## config.mk

```make
export PLATFORM = sky130hd
export DESIGN_NAME = multicycle_control_flat
export DESIGN_NICKNAME = d
export VERILOG_FILES = /design/src/rtl/mips64_ctrl_pkg.sv /design/src/rtl/multicycle_control_if.sv /design/src/rtl/alu_decode.sv /design/src/rtl/multicycle_control.sv /design/src/flat_wrapper.sv
export SDC_FILE = /design/constraint.sdc
export NUM_CORES = 1
export LEC_CHECK = 0
export ABC_AREA = 1
export BUFFER_PORTS_ARGS = -buffer_cell sky130_fd_sc_hd__buf_4
export CAP_MARGIN = 10
export CORE_AREA = 2 2 81 83
export DETAILED_ROUTE_END_ITERATION = 10
export DIE_AREA = 0 0 83 85
export GPL_TIMING_DRIVEN = 0
export MAX_ROUTING_LAYER = met4
export PLACE_DENSITY = 0.89
export SYNTH_ARGS = -nofsm -noshare
export SYNTH_HDL_FRONTEND = slang
export SYNTH_HIERARCHICAL = 1
export SYNTH_SLANG_ARGS = --single-unit
```

## constraint.sdc

```tcl
create_clock -name clk -period 1.84 [get_ports clk]
set_clock_uncertainty 0.1 [all_clocks]
set_input_delay 0.184 -clock clk [delete_from_list [all_inputs] [get_ports clk]]
set_output_delay 0.184 -clock clk [all_outputs]
set_load 0.05 [all_outputs]
```

## src/rtl/mips64_ctrl_pkg.sv

```systemverilog
// mips64_ctrl_pkg: states, opcode/funct constants, ALUOp codes and control bundle for the multicycle controller
package mips64_ctrl_pkg;

    typedef enum logic [2:0] {FETCH, DECODE, EXEC, MEM, WB, TRAP} state_e;

    localparam logic [5:0] OP_RTYPE = 6'b000000;
    localparam logic [5:0] OP_DADDI = 6'b011000;
    localparam logic [5:0] OP_LD    = 6'b110111;
    localparam logic [5:0] OP_SD    = 6'b111111;
    localparam logic [5:0] OP_BEQ   = 6'b000100;

    localparam logic [5:0] FN_DADD = 6'b101100;
    localparam logic [5:0] FN_DSUB = 6'b101110;
    localparam logic [5:0] FN_AND  = 6'b100100;
    localparam logic [5:0] FN_OR   = 6'b100101;
    localparam logic [5:0] FN_SLT  = 6'b101010;

    localparam logic [3:0] ALU_AND = 4'b0000;
    localparam logic [3:0] ALU_OR  = 4'b0001;
    localparam logic [3:0] ALU_ADD = 4'b0010;
    localparam logic [3:0] ALU_SUB = 4'b0110;
    localparam logic [3:0] ALU_SLT = 4'b0111;

    typedef struct packed {
        logic       pc_en;
        logic       pc_src;
        logic       reg_dst;
        logic       reg_write;
        logic       alu_src;
        logic       mem_read;
        logic       mem_write;
        logic       mem_to_reg;
        logic       ir_write;
        logic [3:0] alu_op;
        logic       retire;
        logic       trap;
    } ctrl_t;

endpackage

```

## src/rtl/multicycle_control_if.sv

```systemverilog
// multicycle_control_if: instruction/memory inputs and datapath control outputs of the controller
interface multicycle_control_if #(parameter int CNT_W = 32);
    logic [31:0]      inst;
    logic             zero;
    logic             mem_ready;
    logic             PCen, PCSrc, RegDst, RegWrite, ALUSrc;
    logic             MemRead, MemWrite, MemToReg, IRWrite;
    logic [3:0]       ALUOp;
    logic             retire;
    logic             trap;
    logic [CNT_W-1:0] instr_count;

    modport slave (
        input  inst, zero, mem_ready,
        output PCen, PCSrc, RegDst, RegWrite, ALUSrc, MemRead, MemWrite, MemToReg, IRWrite,
        output ALUOp, retire, trap, instr_count
    );

    modport master (
        output inst, zero, mem_ready,
        input  PCen, PCSrc, RegDst, RegWrite, ALUSrc, MemRead, MemWrite, MemToReg, IRWrite,
        input  ALUOp, retire, trap, instr_count
    );
endinterface

```

## src/rtl/alu_decode.sv

```systemverilog
// alu_decode: maps opcode/funct to an ALUOp and flags encodings the controller does not support
module alu_decode
    import mips64_ctrl_pkg::*;
(
    input  logic [5:0] opcode_i,
    input  logic [5:0] funct_i,
    output logic [3:0] alu_op_o,
    output logic       legal_o
);

    // R-type selects by funct; immediate and memory forms add; BEQ compares by subtraction
    always_comb begin
        alu_op_o = ALU_ADD;
        legal_o  = 1'b1;
        case (opcode_i)
            OP_RTYPE: begin
                case (funct_i)
                    FN_DADD: alu_op_o = ALU_ADD;
                    FN_DSUB: alu_op_o = ALU_SUB;
                    FN_AND:  alu_op_o = ALU_AND;
                    FN_OR:   alu_op_o = ALU_OR;
                    FN_SLT:  alu_op_o = ALU_SLT;
                    default: legal_o  = 1'b0;
                endcase
            end
            OP_DADDI, OP_LD, OP_SD: alu_op_o = ALU_ADD;
            OP_BEQ:  alu_op_o = ALU_SUB;
            default: legal_o  = 1'b0;
        endcase
    end

endmodule

```

## src/rtl/multicycle_control.sv

```systemverilog
// multicycle_control: Moore FSM sequencing a MIPS64-subset multicycle datapath with retire count and illegal-op trap
module multicycle_control
    import mips64_ctrl_pkg::*;
#(
    parameter int CNT_W = 32
) (
    input logic                  clk,
    input logic                  rst_n,
    multicycle_control_if.slave  bus
);

    state_e           state_q, state_d;
    logic [31:0]      ir_q;
    logic [CNT_W-1:0] count_q;
    logic [3:0]       alu_op;
    logic             legal;
    ctrl_t            ctrl_d, ctrl;
    logic             unused_ir;

    wire [5:0] opcode = ir_q[31:26];
    wire [5:0] funct  = ir_q[5:0];
    wire       is_r   = opcode == OP_RTYPE;
    wire       is_ld  = opcode == OP_LD;
    wire       is_sd  = opcode == OP_SD;
    wire       is_beq = opcode == OP_BEQ;

    assign unused_ir = ^ir_q[25:6];

    alu_decode u_alu_decode (
        .opcode_i (opcode),
        .funct_i  (funct),
        .alu_op_o (alu_op),
        .legal_o  (legal)
    );

    // State, instruction register and retire counter; IR only captures in FETCH
    always_ff @(posedge clk) begin
        if (!rst_n) begin
            state_q <= FETCH;
            ir_q    <= '0;
            count_q <= '0;
        end else begin
            state_q <= state_d;
            if (state_q == FETCH) ir_q <= bus.inst;
            if (ctrl_d.retire) count_q <= count_q + CNT_W'(1);
        end
    end

    // Next state and Moore controls; LD keeps its address-phase ALU settings through MEM and WB
    always_comb begin
        state_d = state_q;
        ctrl_d  = '0;
        case (state_q)
            FETCH: begin
                ctrl_d.ir_write = 1'b1;
                state_d         = DECODE;
            end
            DECODE: state_d = legal ? EXEC : TRAP;
            EXEC: begin
                ctrl_d.alu_op  = alu_op;
                ctrl_d.alu_src = !is_r && !is_beq;
                if (is_beq) begin
                    ctrl_d.pc_src = bus.zero;
                    ctrl_d.pc_en  = 1'b1;
                    ctrl_d.retire = 1'b1;
                    state_d       = FETCH;
                end else begin
                    state_d = (is_ld || is_sd) ? MEM : WB;
                end
            end
            MEM: begin
                ctrl_d.alu_src   = is_ld;
                ctrl_d.alu_op    = is_ld ? alu_op : ALU_AND;
                ctrl_d.mem_read  = is_ld;
                ctrl_d.mem_write = is_sd;
                if (bus.mem_ready) begin
                    ctrl_d.pc_en  = is_sd;
                    ctrl_d.retire = is_sd;
                    state_d       = is_sd ? FETCH : WB;
                end
            end
            WB: begin
                ctrl_d.reg_write  = 1'b1;
                ctrl_d.pc_en      = 1'b1;
                ctrl_d.retire     = 1'b1;
                ctrl_d.reg_dst    = is_r;
                ctrl_d.mem_to_reg = is_ld;
                ctrl_d.alu_src    = is_ld;
                ctrl_d.alu_op     = is_ld ? alu_op : ALU_AND;
                state_d           = FETCH;
            end
            TRAP: ctrl_d.trap = 1'b1;
            default: state_d = FETCH;
        endcase
    end

    assign ctrl            = rst_n ? ctrl_d : '0;
    assign bus.PCen        = ctrl.pc_en;
    assign bus.PCSrc       = ctrl.pc_src;
    assign bus.RegDst      = ctrl.reg_dst;
    assign bus.RegWrite    = ctrl.reg_write;
    assign bus.ALUSrc      = ctrl.alu_src;
    assign bus.MemRead     = ctrl.mem_read;
    assign bus.MemWrite    = ctrl.mem_write;
    assign bus.MemToReg    = ctrl.mem_to_reg;
    assign bus.IRWrite     = ctrl.ir_write;
    assign bus.ALUOp       = ctrl.alu_op;
    assign bus.retire      = ctrl.retire;
    assign bus.trap        = ctrl.trap;
    assign bus.instr_count = rst_n ? count_q : '0;

endmodule

```

## src/flat_wrapper.sv

```systemverilog
// flat-port wrapper written by rule: the top's interface ports become plain ports
module multicycle_control_flat import mips64_ctrl_pkg::*;
#(
    parameter int CNT_W = 32
)
  (clk, rst_n, bus_inst, bus_zero, bus_mem_ready, bus_PCen, bus_PCSrc, bus_RegDst, bus_RegWrite, bus_ALUSrc, bus_MemRead, bus_MemWrite, bus_MemToReg, bus_IRWrite, bus_ALUOp, bus_retire, bus_trap, bus_instr_count);
  multicycle_control_if #(.CNT_W(CNT_W)) bus_i ();
  input logic clk;
  input logic rst_n;
  input wire logic [$bits(bus_i.inst)-1:0] bus_inst;
  input wire logic [$bits(bus_i.zero)-1:0] bus_zero;
  input wire logic [$bits(bus_i.mem_ready)-1:0] bus_mem_ready;
  output wire logic [$bits(bus_i.PCen)-1:0] bus_PCen;
  output wire logic [$bits(bus_i.PCSrc)-1:0] bus_PCSrc;
  output wire logic [$bits(bus_i.RegDst)-1:0] bus_RegDst;
  output wire logic [$bits(bus_i.RegWrite)-1:0] bus_RegWrite;
  output wire logic [$bits(bus_i.ALUSrc)-1:0] bus_ALUSrc;
  output wire logic [$bits(bus_i.MemRead)-1:0] bus_MemRead;
  output wire logic [$bits(bus_i.MemWrite)-1:0] bus_MemWrite;
  output wire logic [$bits(bus_i.MemToReg)-1:0] bus_MemToReg;
  output wire logic [$bits(bus_i.IRWrite)-1:0] bus_IRWrite;
  output wire logic [$bits(bus_i.ALUOp)-1:0] bus_ALUOp;
  output wire logic [$bits(bus_i.retire)-1:0] bus_retire;
  output wire logic [$bits(bus_i.trap)-1:0] bus_trap;
  output wire logic [$bits(bus_i.instr_count)-1:0] bus_instr_count;
  assign bus_i.inst = bus_inst;
  assign bus_i.zero = bus_zero;
  assign bus_i.mem_ready = bus_mem_ready;
  assign bus_PCen = bus_i.PCen;
  assign bus_PCSrc = bus_i.PCSrc;
  assign bus_RegDst = bus_i.RegDst;
  assign bus_RegWrite = bus_i.RegWrite;
  assign bus_ALUSrc = bus_i.ALUSrc;
  assign bus_MemRead = bus_i.MemRead;
  assign bus_MemWrite = bus_i.MemWrite;
  assign bus_MemToReg = bus_i.MemToReg;
  assign bus_IRWrite = bus_i.IRWrite;
  assign bus_ALUOp = bus_i.ALUOp;
  assign bus_retire = bus_i.retire;
  assign bus_trap = bus_i.trap;
  assign bus_instr_count = bus_i.instr_count;
  multicycle_control #(.CNT_W(CNT_W)) u_core (.clk(clk), .rst_n(rst_n), .bus(bus_i));
endmodule
```

==> impl_metrics.yaml, run 1 <==
clocking:
  clock_latency_ns: 0.31
  root_buffer: "clkbuf_8"
  cts_inserted_buffers: 5
  htreeDepth: 2
  clk_pin_slew_ns: 0.09
  cts_hold_buf: 0
  cts_tree: "done"
  cts.sink_count: 47
  cts_buffer_depth: 2
worst_setup_path:
  critical-path-top-delay-family: "simple AND/OR/NAND/NOR gates"
  worst-path-buf-inv: 2
  crit_arrival_ns: 1.82
  crit_path_end_kind: "output pin"
  crit_path_start_kind: "flop"
  crit_type: "flop to output pin"
  max_stage_delay_ns: 0.38
  slowest_stage: "dfxtp_4"
  path_cells: "nand4_1, inv_2, nand3_4, a21oi_4, o21ai_4, nor2_2, buf_6"
  crit_fanout: 5
  required_ns: 1.56
final_layout:
  layout.cells.most_common: "nand2_1"
  drive_gt1_share_pct: 27.7
  n_antenna_cell: 0
  final_cell_mix: "161 x nand2_1, 103 x nor2_1, 74 x buf_4, 74 x inv_1, 36 x dfxtp_1"
  nNetsFinal: 703
  syn_to_final_growth_pct: 39.3
detailed_routing:
  drc: 0
  drtPass1Iterations: 6
  post_drt_wl_per_cell_um: 15.0
  viasPerCell: 5.63
  vias: 4181
  ant_nets: 0
  routed_wl_um: 11100
  drt_iter0_markers: 450
synth:
  synth_top_area_share_pct: 29.1
  synth_top_family_by_area: "simple AND/OR/NAND/NOR gates"
  synth_xor_xnor_area_share_pct: 0.271
  synthArstFlopShare_pct: 0
  synthMuxAreaShare_pct: 0
  synthSimpleGateAreaFrac_pct: 48.0
  synth.avg_cell_area_um2: 5.65
  yosys.cell_types.count: 32
  synth.area.top_cells: "dfxtp_1 29%, nand2_1 20%, nor2_1 14%"
  synth_compound_area_share_pct: 8.72
  synth_warnings: 6
  ys.flop_type: "dfxtp_1"
  synth-edff-count: 0
  netlist_instances: 572
  yosysSeqAreaShare_pct: 29.1
  synth-seq-cells: 47
  synthesis.area_um2: 3230
  synth_nets: 609
  synth_fa_ha_area_share_pct: 0.387
  netlist.top_cell.by_area: "dfxtp_1"
power_and_ir_drop:
  p_per_area_nw_per_um2: 947
  combPwrFrac_pct: 50.7
  seqPwrFrac_pct: 35.1
  pwr-share-clk_pct: 14.2
  p_sw_share_pct: 44.8
  ir_drop_uv: 975
  p_int_mw: 2.35
  switching_power_mw: 1.91
  p_leak_nw: 2.06
  total_power_mw: 4.26
sta:
  timing.slew.headroom_pct: 38.7
  fin_crit_sh_pct: 115
  finalMaxSlewViolations: 0
  rsz0062_at_grt: "yes"
  max_freq_ghz: 0.474
  min_period_ns: 2.11
  worst_pin_slew_ns: 0.916
  setup_viol: 39
  finalSetupTns_ns: -3.03
  finalHoldViolations: 0
  setup_ws_ns: -0.268
status:
  status: "finished with violations"
  violations: "negative setup slack"
floorplanning:
  die_h_um: 85
  die_area_um2: 7060
  placementRows: 29
  io-pin-count: 83
  core-area_um2: 6200
  fp.dieW_um: 83
  initial_core_util_pct: 52.0
placed_design:
  dp_hpwl_um: 6360
  pre_cts_ws_ns: -0.275
  place_congestion: 0.940
  port_buffers: 60
global_route:
  grt_pass1_wl_um: 16100
  grt_pass1_vias: 3612
  gr-total-overflow: 0
  gr-usage-all-layers_pct: 28.1
  grt_max_degree: 17
  antenna_found_initial: 0
flow_run:
  max-cap-violations: 0
hold_path:
  hold_path_class: "primary input to flop"
final cells by class:
cell class,instances,area (um^2)
repair buffers,89,772
fillers,459,1710
inverters,81,307
well taps,77,96.3
plain buffers,19,155
multi-input cells,423,2120
flip-flops and latches,47,977
clock buffers,6,72.6
logic make-up (layout without fill, tap and decap cells):
logic type	count (synthesis)	count (layout)
AND/OR/NAND/NOR	365	365
buffers and inverters	102	195
AO/OA/AOI/OAI	55	55
flip-flops	47	47
adder cells (fa/ha/maj)	1	1
other	1	1
XOR/XNOR	1	1
per-stage QoR:
step	instance area (um^2)	utilization, %	hold slack [ns]	std cells
2_1_floorplan	3270	-	0.249	572
3_3_place_gp	3820	61.5	0.335	709
3_5_place_dp	3820	61.5	0.341	709
4_1_cts	4120	66.4	0.0305	725
5_1_grt	4500	72.5	0.0316	742
6_report	4500	72.5	0.0185	742
worst min-delay path: stages:
cell	delay (ns)
buf_4	0.07
o21ai_0	0.07
nor2_1	0.07
sequential cells by signal, summed over array words and instances (netlist names):
register and cells:
u_core/ir_q 12, u_core/count_q 32, u_core/state_q 3
what timing repair did:
| action | in CTS | in global routing |
|---|---|---|
| hold endpoints to repair | 0 | 0 |
| gates resized for setup | 48 | 54 |
| endpoints found under the setup margin | 13 | 45 |
| pin swaps | 9 | 11 |
| buffers inserted | 12 | 14 |
| cloned | 0 | 3 |
synthesized netlist by cell type, drive strengths merged (9+ instances only):
cell type and number:
dfxtp 47, clkbuf 10, nand2 173, buf 11, nor2 129, nand3 41, nand4 10, nor3 9
o21ai 18, inv 80, a21oi 34
worst paths after layout:
kind,end,from,slack [ns],cells past startpoint
setup / recovery,bus_ALUOp[0],u_core/ir_q[27],-0.27,7
hold / removal,u_core/ir_q[1],bus_inst[1],0.02,3
setup reg to reg,u_core/count_q[14],u_core/ir_q[27],-0.10,9
hold reg to reg,u_core/ir_q[4],u_core/ir_q[4],0.41,2
metal layers:
| layer | wire [um] | track usage [%] |
|---|---|---|
| met2 | 5350 | 47.4 |
| met5 | 0 | - |
| met3 | 1300 | 5.84 |
| met1 | 3950 | 32.1 |
| met4 | 543 | 12.8 |
power by group through the flow:
stage	Clock, mW	Sequential [mW]	Combinational, mW
floorplan	0	1.36	1.10
global placement	0	1.39	1.37
detailed placement	0	1.40	1.42
CTS	0.593	1.42	1.62
global route	0.655	1.51	2.28
finish	0.607	1.49	2.16
No activity file was read; power rests on OpenSTA's default activity.
==> run 2: changes to the inputs <==
--- a/config.mk
+++ b/config.mk
@@ -18,3 +18,4 @@
 export SYNTH_HDL_FRONTEND = slang
 export SYNTH_HIERARCHICAL = 1
 export SYNTH_SLANG_ARGS = --single-unit
+export TNS_END_PERCENT = 30
==> impl_metrics.yaml, run 2 (synthesis gave the netlist of run 1 again) <==
hold_path:
  hold_start: "bus_inst[3]"
  hold_path_class: "primary input to flop"
detailed_routing:
  vias: 4074
  ant_nets: 0
  drt_iter0_markers: 375
  viasPerCell: 5.50
  drtPass1Iterations: 6
  drc: 0
  routed_wl_um: 10200
  post_drt_wl_per_cell_um: 13.7
final_layout:
  largest_register_ffs: 32
  layout.cells.most_common: "nand2_1"
  fin_cells: 741
  final_cell_mix: "165 x nand2_1, 107 x nor2_1, 74 x buf_4, 74 x inv_1, 38 x nand3_1"
  drive_gt1_share_pct: 24.5
  nNetsFinal: 700
  n_antenna_cell: 0
  top_regs: "u_core/count_q: 32 flops, u_core/ir_q: 12 flops, u_core/state_q: 3 flops"
  regMostFlops: "u_core/count_q"
  syn_to_final_growth_pct: 34.0
  nFillCells: 510
sta:
  finalSetupTns_ns: -1.50
  rsz0062_at_grt: "yes"
  fin_crit_sh_pct: 110
  finalMaxSlewViolations: 0
  finalHoldViolations: 0
  min_period_ns: 2.03
  worst_pin_slew_ns: 0.886
  max_freq_ghz: 0.493
  holdWs_ns: 0.0325
  setup_viol: 15
  setup_ws_ns: -0.190
  timing.slew.headroom_pct: 40.7
worst_setup_path:
  crit_type: "flop to output pin"
  path_cells: "nand4_1, inv_2, nand3_2, a21oi_2, o21ai_4, nor2_2, buf_6"
  crit_path_end_kind: "output pin"
  max_stage_delay_ns: 0.38
  crit_path_start_kind: "flop"
  reg2reg_from: "u_core/ir_q[30]"
  critical-path-top-delay-family: "simple AND/OR/NAND/NOR gates"
  required_ns: 1.56
  crit_fanout: 5
  crit_arrival_ns: 1.75
  slowest_stage: "dfxtp_4"
  worst-path-buf-inv: 2
  startpoint: "u_core/ir_q[26]"
floorplanning:
  io-pin-count: 83
  placementRows: 29
  die_h_um: 85
  fp.dieW_um: 83
  initial_core_util_pct: 52.0
  die_area_um2: 7060
  core-area_um2: 6200
clocking:
  clock_latency_ns: 0.30
  cts_buffer_depth: 2
  clk_pin_slew_ns: 0.09
  cts_hold_buf: 0
  cts_inserted_buffers: 5
  root_buffer: "clkbuf_8"
  htreeDepth: 2
  cts.sink_count: 47
  cts_tree: "done"
power_and_ir_drop:
  combPwrFrac_pct: 46.3
  ir_drop_uv: 864
  switching_power_mw: 1.75
  total_power_mw: 4.04
  pwr-share-clk_pct: 17.3
  seqPwrFrac_pct: 36.4
  p_sw_share_pct: 43.4
  p_per_area_nw_per_um2: 934
  p_int_mw: 2.29
  p_leak_nw: 2.05
global_route:
  grt_max_degree: 14
  grt_pass1_wl_um: 15900
  gr-total-overflow: 0
  grt_pass1_vias: 3681
  gr-usage-all-layers_pct: 27.5
  antenna_found_initial: 0
placed_design:
  place_congestion: 0.968
  place_inst: 709
  port_buffers: 60
  dp_hpwl_um: 6590
status:
  violations: "negative setup slack"
  status: "finished with violations"
flow_run:
  max-cap-violations: 0
-- run 2: cell count changes in the layout (fill, tap and decap cells not counted), moves of 2 or more --
cell	previous run	this run
a21oi_1	31	33
buf_8	6	4
clkbuf_8	6	8
nand2_1	161	165
nand2_2	9	5
nand3_1	28	38
nand3_2	10	2
nand3_4	3	1
nor2_1	103	107
nor2_2	15	17
nor2_4	11	5
o21ai_0	15	12
o21ai_1	2	5
-- run 2: layout make-up --
class                   instances  area, um^2  share of cell area (%)
repair buffers                 85         701                    16.2
clock buffers                   8         100                    2.31
well taps                      77        96.3                    2.23
multi-input cells             423        1990                    46.0
plain buffers                  20         159                    3.67
inverters                      81         304                    7.03
flip-flops and latches         47         975                    22.5
-- run 2: path summary, 6_finish.rpt --
| kind | endpoint | slack [ns] | cells after the start |
|---|---|---|---|
| hold reg to reg | u_core/ir_q[5] | 0.41 | 2 |
| setup / recovery | bus_ALUOp[2] | -0.19 | 7 |
| setup reg to reg | u_core/state_q[0] | -0.11 | 13 |
| hold / removal | u_core/ir_q[3] | 0.03 | 3 |
-- run 2: power groups by stage --
stage          clock network (mW)  logic, mW  registers, mW
4_1_cts                     0.708       1.59           1.41
6_report                    0.700       1.87           1.47
2_1_floorplan                   0       1.09           1.36
5_1_grt                     0.740       1.99           1.49
3_3_place_gp                    0       1.37           1.39
3_5_place_dp                    0       1.41           1.40
-- run 2: worst register-to-register path, cell delays in order, from the launching register on --
cell and delay [ns]:
dfxtp_4 0.37, nand4_1 0.20, inv_2 0.09, buf_4 0.15, buf_6 0.10, buf_4 0.12
buf_4 0.13, buf_4 0.14, nand2_4 0.07, nor2_4 0.04, nor3_2 0.18, nand2_1 0.07
nand2_1 0.05, inv_1 0.04
-- run 2: through the flow --
| stage | area, um^2 | worst slack [ns] | utilization (%) |
|---|---|---|---|
| global route | 4330 | -0.227 | 69.7 |
| finish | 4330 | -0.190 | 69.7 |
| CTS | 4150 | -0.103 | 66.9 |
| floorplan | 3250 | -0.332 | - |
| detailed placement | 3790 | -0.0911 | 61.1 |
| global placement | 3790 | -0.0575 | 61.1 |
-- run 2: layer usage --
metal	up-vias	GRT usage [%]	share of wire [%]
li1	1951	-	-
met1	1826	30.7	37
met2	241	49.2	51
met3	56	3.70	8.4
met4	0	12.4	3.9
met5	-	-	0
-- run 2: timing repair --
action / CTS / global route
endpoints found under the hold margin: 0 / 0
gates resized for setup: 41 / 37
setup endpoints to repair: 12 / 48
pin swaps: 8 / 13
setup buffers: 18 / 8
cloned: 0 / 1
